$ cat src/rtl/ff_pkg.sv
// Shared flip-flop mode encodings for the configurable flip-flop bank.
package ff_pkg;
  typedef enum logic [1:0] {
    MODE_SR = 2'b00,
    MODE_JK = 2'b01,
    MODE_T  = 2'b10,
    MODE_D  = 2'b11
  } ff_mode_e;
endpackage

$ cat src/rtl/dff_cell.sv
// Single D flip-flop with synchronous active-high reset and complement output.
module dff_cell (
  input  logic d,
  input  logic clk,
  input  logic reset,
  output logic q,
  output logic qb
);
  logic q_q;

  always_ff @(posedge clk) begin
    if (reset) q_q <= 1'b0;
    else       q_q <= d;
  end

  assign q  = q_q;
  assign qb = ~q_q;
endmodule

$ cat src/rtl/d_to_sr_bank.sv
// Bank of D flops emulating SR/JK/T/D behaviour per cycle, with sticky
// illegal-SR tracking and a saturating illegal-cycle counter.
module d_to_sr_bank
  import ff_pkg::*;
#(
  parameter int WIDTH = 4,
  parameter int CNT_W = 8
) (
  input  logic             clk,
  input  logic             reset,
  input  logic             en,
  input  logic [1:0]       mode,
  input  logic [WIDTH-1:0] a,
  input  logic [WIDTH-1:0] b,
  input  logic             clr_err,
  output logic [WIDTH-1:0] q,
  output logic [WIDTH-1:0] qb,
  output logic [WIDTH-1:0] err_bit,
  output logic             err_flag,
  output logic [CNT_W-1:0] err_cnt
);
  localparam logic [CNT_W-1:0] CNT_MAX = '1;

  logic [WIDTH-1:0] d;
  logic [WIDTH-1:0] ill_vec;
  logic [WIDTH-1:0] err_bit_d, err_bit_q;
  logic [CNT_W-1:0] err_cnt_d, err_cnt_q;

  always_comb begin
    d = q;
    if (en) begin
      for (int i = 0; i < WIDTH; i++) begin
        unique case (ff_mode_e'(mode))
          MODE_SR: d[i] = a[i] ? (b[i] ? q[i] : 1'b1) : (b[i] ? 1'b0 : q[i]);
          MODE_JK: d[i] = a[i] ? (b[i] ? ~q[i] : 1'b1) : (b[i] ? 1'b0 : q[i]);
          MODE_T:  d[i] = a[i] ? ~q[i] : q[i];
          MODE_D:  d[i] = a[i];
          default: d[i] = q[i];
        endcase
      end
    end
  end

  genvar g;
  generate
    for (g = 0; g < WIDTH; g++) begin : g_cell
      dff_cell u_cell (
        .d     (d[g]),
        .clk   (clk),
        .reset (reset),
        .q     (q[g]),
        .qb    (qb[g])
      );
    end
  endgenerate

  // Clear has priority over a coincident illegal event.
  always_comb begin
    ill_vec   = (en && (mode == MODE_SR)) ? (a & b) : '0;
    err_bit_d = err_bit_q | ill_vec;
    err_cnt_d = err_cnt_q;
    if ((|ill_vec) && (err_cnt_q != CNT_MAX)) err_cnt_d = err_cnt_q + 1'b1;
    if (clr_err) begin
      err_bit_d = '0;
      err_cnt_d = '0;
    end
  end

  always_ff @(posedge clk) begin
    if (reset) begin
      err_bit_q <= '0;
      err_cnt_q <= '0;
    end else begin
      err_bit_q <= err_bit_d;
      err_cnt_q <= err_cnt_d;
    end
  end

  assign err_bit  = err_bit_q;
  assign err_flag = |err_bit_q;
  assign err_cnt  = err_cnt_q;
endmodule

$ cat config.mk
export PLATFORM = sky130hd
export DESIGN_NAME = d_to_sr_bank
export DESIGN_NICKNAME = d
export VERILOG_FILES = /design/src/rtl/ff_pkg.sv /design/src/rtl/dff_cell.sv /design/src/rtl/d_to_sr_bank.sv
export SDC_FILE = /design/constraint.sdc
export NUM_CORES = 1
export LEC_CHECK = 0
export BUFFER_PORTS_ARGS = -buffer_cell sky130_fd_sc_hd__buf_2
export CAP_MARGIN = 20
export CELL_PAD_IN_SITES_DETAIL_PLACEMENT = 1
export CELL_PAD_IN_SITES_GLOBAL_PLACEMENT = 2
export CORE_UTILIZATION = 27
export DETAILED_ROUTE_END_ITERATION = 7
export HOLD_SLACK_MARGIN = 0.05
export PLACE_DENSITY = 0.78
export RECOVER_POWER = 50
export SLEW_MARGIN = 20
export SYNTH_ARGS = -nofsm -noshare
export SYNTH_HDL_FRONTEND = slang
export SYNTH_SLANG_ARGS = --single-unit
$ cat constraint.sdc
create_clock -name clk -period 1.7 [get_ports clk]
set_input_delay 0.34 -clock clk [delete_from_list [all_inputs] [get_ports clk]]
set_output_delay 0.34 -clock clk [all_outputs]
set_load 0.02 [all_outputs]
==> run summary, run 1 <==
## Placed design
• **Placement Cell Area** 1160 sq um
• **pre-CTS worst setup slack** 0.144 ns
• **number of buffers added on ports** 34
• **Final HPWL DP** 2090 microns
• **GP Congestion** 0.808

## Run
• **MaxCap Viol Count** 0

## Worst setup path
• **register-to-register setup slack** 0.10 ns
• **type of element launching the critical path** flop
• **required arrival time at the worst endpoint** 1.36 ns
• **Setup crit end kind** output port
• **startpoint-to-endpoint class of the critical path** reg -> out
• **CP max FO** 3
• **Worst Path Arrival** 1.31 ns

## Min path
• **Tightest Hold Check Type** in -> reg

## Clocking
• **number of gates resized after cts** 0
• **Bufs on Longest Clock Path** 2
• **clock latency on the worst-skew pair** 0.30 ns
• **TritonCTS sink count** 16
• **CTS tree** built
• **clock root buffer master** clkbuf_4
• **setup fix buffers added after clock tree synthesis** 0
• **total clock buffers created by CTS** 3
• **number of buffers added to fix hold violations after cts** 0
• **H-tree Lvls** 1
• **clock-pin slew on the worst setup and hold paths** 0.10 ns

## Final layout
• **commonest non-fill, non-tap cell in the layout** buf_2
• **layout overhead on the synthesized area** 20.7%
• **most used cells in the layout excluding fill and tap cells** buf_2, dfxtp_1, nand2_1, nand3_1, nor2_1
• **Layout fillers** 439
• **Register Area** 322 sq um
• **cell area after layout** 1180 sq um
• **multi-input combinational cell area** 549 sq um
• **Antenna diodes** 0
• **fraction of layout instances using a drive strength above 1** 32.4%
• **count of nets after finishing** 164

## STA
• **final critical path time including I/O delays and setup** 1.65 ns
• **setup violators final** 0
• **Period Utilization, post-route** 97.1%
• **Fin. Hold Viols** 0
• **slew of the pin with the lowest slew margin** 0.593 ns
• **highest clock frequency the design can meet** 0.606 GHz
• **clock skew after layout** 0.00176 ns
• **post-route worst setup slack** 0.0495 ns
• **number of slew-limit violations in the final report** 0
• **relative max-transition margin** 60.5%

## Synth
• **cell area after technology mapping** 981 sq um
• **total nets after synthesis** 132
• **synthesized flop and latch total** 16
• **Syn Inst Count** 117
• **proportion of synthesized chip area in sequential cells** 32.7%
• **Cell variety after synth** 36
• **Yosys Warn Count** 0
• **mean post-synth cell area** 8.38 sq um

## Drt
• **drt pass-1 iters** 4
• **number of remaining DRC errors** 0
• **Avg WL per Cell** 14.1 microns
• **overall via count from detail_route** 1,001
• **detailed-route wire length** 2730 microns
• **Via-to-Cell Ratio** 5.16
• **violation count after the first detailed-route iteration** 23
• **antenna violation net count after detailed routing** 0

## Global routing
• **largest net degree at the start of global routing** 14
• **global-route wire length before repair** 4620 microns
• **via count of the first global-routing pass** 971
• **total routing resource utilization after global routing** 15.0%
• **GR Overflow Total** 0
• **initial antenna violation count** 0

## Pwr
• **total power density per cell area** 670 nW/um^2
• **Leakage Power** 0.000494 uW
• **Max rail drop VDD** 0.000200 V
• **total power of the final layout** 793 uW

## Floorplanning
• **initial cell density of the core** 28.7%
• **height of the die** 62.3 microns
• **I/O pin total** 35
• **area of the core** 3420 sq um
• **width of the chip** 62.3 microns
• **Die Area** 3880 sq um
• **row count** 21

## Status
• **run status** completed

==> critical path: stages, from the launching register on <==
cell	delay [ns]
dfxtp_2	0.34
or4_1	0.50
buf_2	0.17
==> worst paths after layout <==
kind | startpoint | cells after the start | to
worst max register to register | err_cnt[0] | 5 | err_cnt[2]
worst min register to register | err_bit[3] | 2 | err_bit[3]
worst max-delay path | err_bit[2] | 2 | err_flag
worst min-delay path | reset | 2 | g_cell[3].u_cell.q
==> state kept, by name (all words and copies together), names as in the netlist <==
signal           flops
g_cell.u_cell.q      4
err_bit              4
err_cnt              8
==> cells in the mapped netlist <==
cell type / count / area [sq um]
clkbuf_1: 2 / 7.51
dfxtp_1: 16 / 320
a41o_1: 1 / 10.0
nor2_1: 8 / 30.0
buf_4: 8 / 60.1
buf_6: 1 / 11.3
nor3_1: 1 / 5.00
inv_1: 5 / 18.8
or3_2: 1 / 7.51
o2bb2ai_1: 4 / 35.0
buf_2: 1 / 5.00
nor3b_4: 1 / 18.8
ha_1: 1 / 12.5
or3_1: 1 / 6.26
o31ai_1: 1 / 7.51
o41ai_1: 2 / 17.5
o21ba_2: 1 / 10.0
mux2i_1: 5 / 50.1
or4b_1: 1 / 10.0
o21ai_0: 6 / 30.0
o21ai_2: 1 / 8.76
nand4_1: 1 / 6.26
nand3_1: 8 / 40.0
a22o_1: 2 / 17.5
nor4b_1: 1 / 8.76
a21oi_1: 5 / 25.0
o211a_1: 1 / 10.0
nand2_1: 11 / 41.3
a221oi_1: 4 / 35.0
a311oi_1: 1 / 8.76
or2_2: 2 / 12.5
nand3b_1: 5 / 37.5
a31oi_1: 4 / 25.0
o21a_1: 1 / 7.51
or4_1: 2 / 15.0
nand4b_1: 1 / 8.76
==> cells by family after synthesis <==
family / share of synthesized area, %
AND/OR/NAND/NOR: 25.3
AO/OA/AOI/OAI: 25.3
buffers and inverters: 10.5
flip-flops: 32.7
multiplexers: 5.10
adder cells (fa/ha/maj): 1.28
==> cell type report <==
class | instances | share of cell area (%)
Multi-Input combinational cell | 84 | 46.4
Sequential cell | 16 | 27.2
Timing Repair Buffer | 39 | 16.9
Tap cell | 46 | 4.86
Clock buffer | 4 | 3.07
Inverter | 5 | 1.59
==> stage by stage <==
| step | hold slack (ns) | instances | util, % | TNS, ns |
|---|---|---|---|---|
| final | 0.314 | 194 | 34.7 | 0 |
| after global routing | 0.311 | 194 | 34.7 | -0.00174 |
| after CTS | 0.318 | 194 | 35.1 | 0 |
| after detailed placement | 0.486 | 190 | 34.0 | 0 |
| after global placement | 0.472 | 190 | 34.0 | 0 |
| after floorplan | 0.419 | 117 | - | 0 |
==> where the power goes <==
part / internal [uW] / switching [uW]
registers: 383 / 5.49
logic: 52.8 / 86.2
clock network: 131 / 136
total: 566 / 227
==> layer usage <==
metal	GRT usage (%)	part of all wire, %	vias to the layer above
met3	2.39	3.0	3
met5	0	0	-
met1	17.8	46	482
li1	-	-	497
met4	8.14	1.1	0
met2	25.5	50	19
Power figures use the tool's default switching activity.
==> run 2, diff against run 1 <==
--- a/config.mk
+++ b/config.mk
@@ -9,6 +9,7 @@
 export CAP_MARGIN = 20
 export CELL_PAD_IN_SITES_DETAIL_PLACEMENT = 1
 export CELL_PAD_IN_SITES_GLOBAL_PLACEMENT = 2
+export CORE_ASPECT_RATIO = 1.5
 export CORE_UTILIZATION = 27
 export DETAILED_ROUTE_END_ITERATION = 7
 export HOLD_SLACK_MARGIN = 0.05
==> run 2 against run 1 <==
Register-to-register slack improved by 0.05 ns. Sequential share of layout area increased by 0.30 points. Sequential power about the same. Routed wire length increased by 8.6%. Die area increased by 0.13%. Via count unchanged. Critical path type unchanged. Total power increased by 2.5%. Utilization decreased by 0.83 points. Combinational power about the same. Sequential cell count unchanged.
==> run summary, run 2 (same netlist as run 1, synthesis figures left out) <==
## Worst setup path
• **Worst Path Arrival** 1.25 ns, was 1.31 ns
• **register-to-register setup slack** 0.15 ns, was 0.10 ns
• **worst reg2reg path depth** 4, was 5
• **end of the worst register-to-register path** err_cnt[5], was err_cnt[2]
• **startpoint-to-endpoint class of the critical path** reg -> out, unchanged
• **Setup crit end kind** output port, unchanged
• **required arrival time at the worst endpoint** 1.36 ns, about the same
• **CP max FO** 3, unchanged
• **Reg-to-Reg Start** err_cnt[0], unchanged
• **type of element launching the critical path** flop, unchanged

## Drt
• **Via-to-Cell Ratio** 5.30, was 5.16
• **violation count after the first detailed-route iteration** 9, was 23
• **Avg WL per Cell** 15.7 microns, was 14.1 microns
• **antenna violation net count after detailed routing** 0, unchanged
• **overall via count from detail_route** 1,001, unchanged
• **number of remaining DRC errors** 0, unchanged
• **drt pass-1 iters** 4, unchanged
• **detailed-route wire length** 2960 microns, was 2730 microns

## Placed design
• **number of buffers added on ports** 34, unchanged
• **GP Congestion** 0.768, was 0.808
• **Final HPWL DP** 2360 microns, was 2090 microns

## Final layout
• **layout overhead on the synthesized area** 18.9%, was 20.7%
• **Antenna diodes** 0, unchanged
• **commonest non-fill, non-tap cell in the layout** buf_2, unchanged
• **number of flip-flops under the largest register name** 8, unchanged
• **count of nets after finishing** 164, unchanged
• **fraction of layout instances using a drive strength above 1** 22.4%, was 32.4%
• **most used cells in the layout excluding fill and tap cells** buf_2, dfxtp_1, clkbuf_1, nand2_1, was buf_2, dfxtp_1, nand2_1, nand3_1, nor2_1

## Global routing
• **largest net degree at the start of global routing** 14, unchanged
• **total routing resource utilization after global routing** 15.7%, was 15.0%
• **initial antenna violation count** 0, unchanged
• **GR Overflow Total** 0, unchanged
• **global-route wire length before repair** 4590 microns, was 4620 microns
• **via count of the first global-routing pass** 982, was 971

## STA
• **final critical path time including I/O delays and setup** 1.59 ns, was 1.65 ns
• **clock skew after layout** 0.00828 ns, was 0.00176 ns
• **aggregate negative setup slack** 0 ns, unchanged
• **Period Utilization, post-route** 93.7%, was 97.1%
• **setup violators final** 0, unchanged
• **Fin. Hold Viols** 0, unchanged
• **RSZ-0062 raised after global routing** false
• **highest clock frequency the design can meet** 0.628 GHz, was 0.606 GHz
• **relative max-transition margin** 61.7%, was 60.5%
• **number of slew-limit violations in the final report** 0, unchanged
• **slew of the pin with the lowest slew margin** 0.574 ns, was 0.593 ns

## Floorplanning
• **row count** 26, was 21
• **width of the chip** 51.2 microns, was 62.3 microns
• **I/O pin total** 35, unchanged
• **area of the core** 3450 sq um, was 3420 sq um
• **height of the die** 75.8 microns, was 62.3 microns
• **Die Area** 3880 sq um, about the same
• **initial cell density of the core** 28.4%, was 28.7%

## Pwr
• **Clock power frac** 34.9%, was 33.6%
• **share of power burned in combinational logic** 17.3%, was 17.5%
• **total power density per cell area** 697 nW/um^2, was 670 nW/um^2
• **internal power contribution** 589 uW, was 566 uW
• **switching share of total power** 27.5%, was 28.6%
• **Net Switching** 224 uW, was 227 uW
• **total power of the final layout** 813 uW, was 793 uW
• **sequential group share of total power** 47.9%, was 48.9%
• **Max rail drop VDD** 0.000342 V, was 0.000200 V
• **Leakage Power** 0.000440 uW, was 0.000494 uW

## Min path
• **hold path startpoint** clr_err, was reset
• **Hold Path End** err_cnt[4], was g_cell[3].u_cell.q
• **Tightest Hold Check Type** in -> reg, unchanged
• **hold path depth** 3, was 2

## Clocking
• **clock root buffer master** clkbuf_8, was clkbuf_4
• **TritonCTS sink count** 16, unchanged
• **CTS tree** built, unchanged
• **number of buffers added to fix hold violations after cts** 0, unchanged
• **clock-pin slew on the worst setup and hold paths** 0.07 ns, was 0.10 ns
• **clock latency on the worst-skew pair** 0.25 ns, was 0.30 ns
• **Bufs on Longest Clock Path** 2, unchanged
• **H-tree Lvls** 1, unchanged
• **total clock buffers created by CTS** 3, unchanged

## Run
• **MaxCap Viol Count** 0, unchanged

## Status
• **run status** completed, unchanged

[run 2: cell types whose count changed in the layout (fill, tap and decap cells not counted), sizes merged]
cell	delta
buf	-13
clkbuf	+12
[run 2: worst max-delay path, stage by stage (launching register included)]
cell and delay [ns]:
dfxtp_1 0.32, or4_1 0.51, buf_2 0.17
[run 2: what timing repair did]
item | 4_1_cts | 5_1_grt
setup buffers | 0 | 0
resized for setup | 0 | 1
setup endpoints to repair | 0 | 1
[run 2: cell type report]
| class | instances | area, sq um |
|---|---|---|
| inverters | 5 | 18.8 |
| fillers | 453 | 2280 |
| flip-flops and latches | 16 | 320 |
| well taps | 42 | 52.6 |
| clock buffers | 3 | 41.3 |
| repair buffers | 39 | 184 |
| multi-input cells | 84 | 549 |
[run 2: power groups by stage]
| stage | combinational [uW] | sequential (uW) | clock (uW) |
|---|---|---|---|
| 6_report | 140 | 389 | 284 |
| 5_1_grt | 154 | 390 | 316 |
| 4_1_cts | 149 | 389 | 296 |
| 3_5_place_dp | 149 | 398 | 0 |
| 3_3_place_gp | 142 | 396 | 0 |
| 2_1_floorplan | 99.2 | 397 | 0 |
[run 2: through the flow]
step / cell area [sq um] / setup WS (ns) / hold WS [ns] / utilization (%) / instances
2_1_floorplan: 981 / 0.166 / 0.419 / - / 117
3_3_place_gp: 1160 / 0.183 / 0.470 / 33.6 / 186
3_5_place_dp: 1160 / 0.139 / 0.488 / 33.6 / 186
4_1_cts: 1200 / 0.0968 / 0.398 / 34.8 / 189
5_1_grt: 1170 / 0.00121 / 0.410 / 33.8 / 189
6_report: 1170 / 0.106 / 0.397 / 33.8 / 189
[run 2: how the worst max path moves through the flow]
stage | slack (ns) | to | startpoint | cells past startpoint
6_report | 0.11 | err_flag | err_bit[2] | 2
3_3_place_gp | 0.18 | err_cnt[4] | mode[0] | 5
2_1_floorplan | 0.17 | err_cnt[2] | err_cnt[0] | 5
3_5_place_dp | 0.14 | err_cnt[5] | mode[0] | 5
4_1_cts | 0.1 | err_flag | err_bit[2] | 2
5_1_grt | 0.001 | err_cnt[2] | err_cnt[0] | 5
[run 2: per-layer routing]
| metal | global-route usage (%) | share of wire (%) |
|---|---|---|
| met4 | 4.50 | 0.68 |
| met3 | 1.20 | 4.1 |
| met2 | 31.9 | 53 |
| met1 | 16.9 | 42 |
| met5 | 0 | 0 |
==> run 3, diff against run 2 <==
--- a/config.mk
+++ b/config.mk
@@ -5,6 +5,7 @@
 export SDC_FILE = /design/constraint.sdc
 export NUM_CORES = 1
 export LEC_CHECK = 0
+export ABC_CLOCK_PERIOD_IN_PS = 1700
 export BUFFER_PORTS_ARGS = -buffer_cell sky130_fd_sc_hd__buf_2
 export CAP_MARGIN = 20
 export CELL_PAD_IN_SITES_DETAIL_PLACEMENT = 1
@@ -15,6 +16,7 @@
 export HOLD_SLACK_MARGIN = 0.05
 export PLACE_DENSITY = 0.78
 export RECOVER_POWER = 50
+export REMOVE_ABC_BUFFERS = 1
 export SLEW_MARGIN = 20
 export SYNTH_ARGS = -nofsm -noshare
 export SYNTH_HDL_FRONTEND = slang
==> run 3 against run 2 <==
Critical path depth unchanged. Routed wire length shrank 8.0%. Utilization is 0.11 points lower. Largest power group unchanged. Final cell count down 0.53%. Clock-buffer cell count stayed put.
==> run summary, run 3 (same netlist as run 1, synthesis figures left out) <==
## Global routing
• **total routing resource utilization after global routing** 15.8%, was 15.7%
• **via count of the first global-routing pass** 1,041, was 982
• **global-route wire length before repair** 4640 microns, was 4590 microns
• **largest net degree at the start of global routing** 14, unchanged
• **initial antenna violation count** 0, unchanged
• **GR Overflow Total** 0, unchanged

## STA
• **setup violators final** 0, unchanged
• **clock skew after layout** 0.00315 ns, was 0.00828 ns
• **final critical path time including I/O delays and setup** 1.64 ns, was 1.59 ns
• **RSZ-0062 raised after global routing** false, unchanged
• **post-route worst setup slack** 0.0553 ns, was 0.106 ns
• **aggregate negative setup slack** 0 ns, unchanged
• **Fin Hold WS** 0.362 ns, was 0.397 ns
• **highest clock frequency the design can meet** 0.608 GHz, was 0.628 GHz
• **Fin. Hold Viols** 0, unchanged
• **number of slew-limit violations in the final report** 0, unchanged
• **Period Utilization, post-route** 96.7%, was 93.7%
• **relative max-transition margin** 62.0%, was 61.7%
• **slew of the pin with the lowest slew margin** 0.569 ns, was 0.574 ns

## Placed design
• **Final HPWL DP** 2190 microns, was 2360 microns
• **number of buffers added on ports** 34, unchanged
• **Placement Cell Area** 1150 sq um, was 1160 sq um
• **pre-CTS worst setup slack** 0.142 ns, was 0.139 ns
• **placed cells** 185, was 186
• **GP Congestion** 0.807, was 0.768

## Clocking
• **number of gates resized after cts** 0, unchanged
• **TritonCTS sink count** 16, unchanged
• **H-tree Lvls** 1, unchanged
• **number of buffers added to fix hold violations after cts** 0, unchanged
• **Bufs on Longest Clock Path** 2, unchanged
• **clock latency on the worst-skew pair** 0.25 ns, about the same
• **clock-pin slew on the worst setup and hold paths** 0.07 ns, about the same
• **clock root buffer master** clkbuf_8, unchanged
• **total clock buffers created by CTS** 3, unchanged
• **setup fix buffers added after clock tree synthesis** 0, unchanged
• **CTS tree** built, unchanged

## Pwr
• **total power density per cell area** 705 nW/um^2, was 697 nW/um^2
• **Max rail drop VDD** 0.000253 V, was 0.000342 V
• **Leakage Power** 0.000442 uW, was 0.000440 uW

## Final layout
• **fraction of layout instances using a drive strength above 1** 23.3%, was 22.4%
• **commonest non-fill, non-tap cell in the layout** buf_2, unchanged
• **layout overhead on the synthesized area** 18.5%, was 18.9%
• **cell area after layout** 1160 sq um, was 1170 sq um
• **count of nets after finishing** 163, was 164
• **most used cells in the layout excluding fill and tap cells** buf_2, dfxtp_1, clkbuf_1, nand2_1, nand3_1, was buf_2, dfxtp_1, clkbuf_1, nand2_1
• **non-filler cells, final** 188, was 189
• **number of flip-flops under the largest register name** 8, unchanged
• **Antenna diodes** 0, unchanged

## Worst setup path
• **timing startpoint of the critical path** err_bit[2], unchanged
• **timing endpoint of the critical path** err_flag, unchanged
• **type of element launching the critical path** flop, unchanged
• **stage delay of the slowest cell on the critical path** 0.54 ns, was 0.51 ns
• **Reg-to-Reg Start** err_cnt[0], unchanged
• **CP max FO** 3, unchanged
• **Worst Path Arrival** 1.30 ns, was 1.25 ns
• **end of the worst register-to-register path** err_cnt[2], was err_cnt[5]
• **critical-path cell with the highest stage delay** or4_1, unchanged
• **register-to-register setup slack** 0.13 ns, was 0.15 ns
• **required arrival time at the worst endpoint** 1.36 ns, about the same
• **cells traversed along the worst timing path** or4_1 > buf_2, unchanged
• **startpoint-to-endpoint class of the critical path** reg -> out, unchanged
• **worst reg2reg path depth** 5, was 4
• **Setup crit end kind** output port, unchanged

## Floorplanning
• **initial cell density of the core** 28.4%, unchanged
• **area of the core** 3450 sq um, unchanged
• **width of the chip** 51.2 microns, unchanged
• **Die Area** 3880 sq um, unchanged
• **row count** 26, unchanged
• **height of the die** 75.8 microns, unchanged
• **I/O pin total** 35, unchanged

## Drt
• **antenna violation net count after detailed routing** 0, unchanged
• **drt pass-1 iters** 4, unchanged
• **Avg WL per Cell** 14.5 microns, was 15.7 microns
• **overall via count from detail_route** 1,002, was 1,001
• **detailed-route wire length** 2730 microns, was 2960 microns
• **violation count after the first detailed-route iteration** 9, unchanged
• **Via-to-Cell Ratio** 5.33, was 5.30
• **number of remaining DRC errors** 0, unchanged

## Min path
• **Tightest Hold Check Type** in -> reg, unchanged

## Status
• **run status** completed, unchanged

## Run
• **MaxCap Viol Count** 0, unchanged

-- run 3: layout make-up --
cell class,instances,area [sq um]
Clock buffer,3,41.3
Fill cell,452,2290
Inverter,5,18.8
Multi-Input combinational cell,84,552
Sequential cell,16,320
Tap cell,42,52.6
Timing Repair Buffer,38,178
-- run 3: through the flow --
stage,utilization [%],power (uW)
3_5_place_dp,33.3,541
2_1_floorplan,-,468
6_report,33.7,819
3_3_place_gp,33.3,537
4_1_cts,34.5,844
5_1_grt,33.7,859
-- run 3: critical path: cells and delay by family (launching register included) --
kind	cells	cell delay, ns
buffers and inverters	1	0.18
AND/OR/NAND/NOR	1	0.54
flip-flops	1	0.32
-- run 3: metal layers --
metal,global-route usage (%),part of all wire [%]
met5,0,0
met4,6.31,1.4
met3,2.20,4.8
met2,29.4,51
met1,18.0,43
-- run 3: worst min-delay path by stage --
stage / start / end / slack [ns] / depth (start not counted)
after global routing: reset / g_cell[1].u_cell.q / 0.38 / 2
after detailed placement: err_bit[1] / err_bit[1] / 0.49 / 2
after global placement: g_cell[3].u_cell.q / g_cell[3].u_cell.q / 0.48 / 2
after floorplan: reset / g_cell[0].u_cell.q / 0.42 / 1
after CTS: reset / g_cell[2].u_cell.q / 0.37 / 2
final: reset / g_cell[2].u_cell.q / 0.36 / 2
-- run 3: power by group --
| group | internal (uW) | switching, uW |
|---|---|---|
| clock network | 158 | 138 |
| logic | 49.6 | 85.2 |
| registers | 383 | 6.04 |
| total | 590 | 229 |
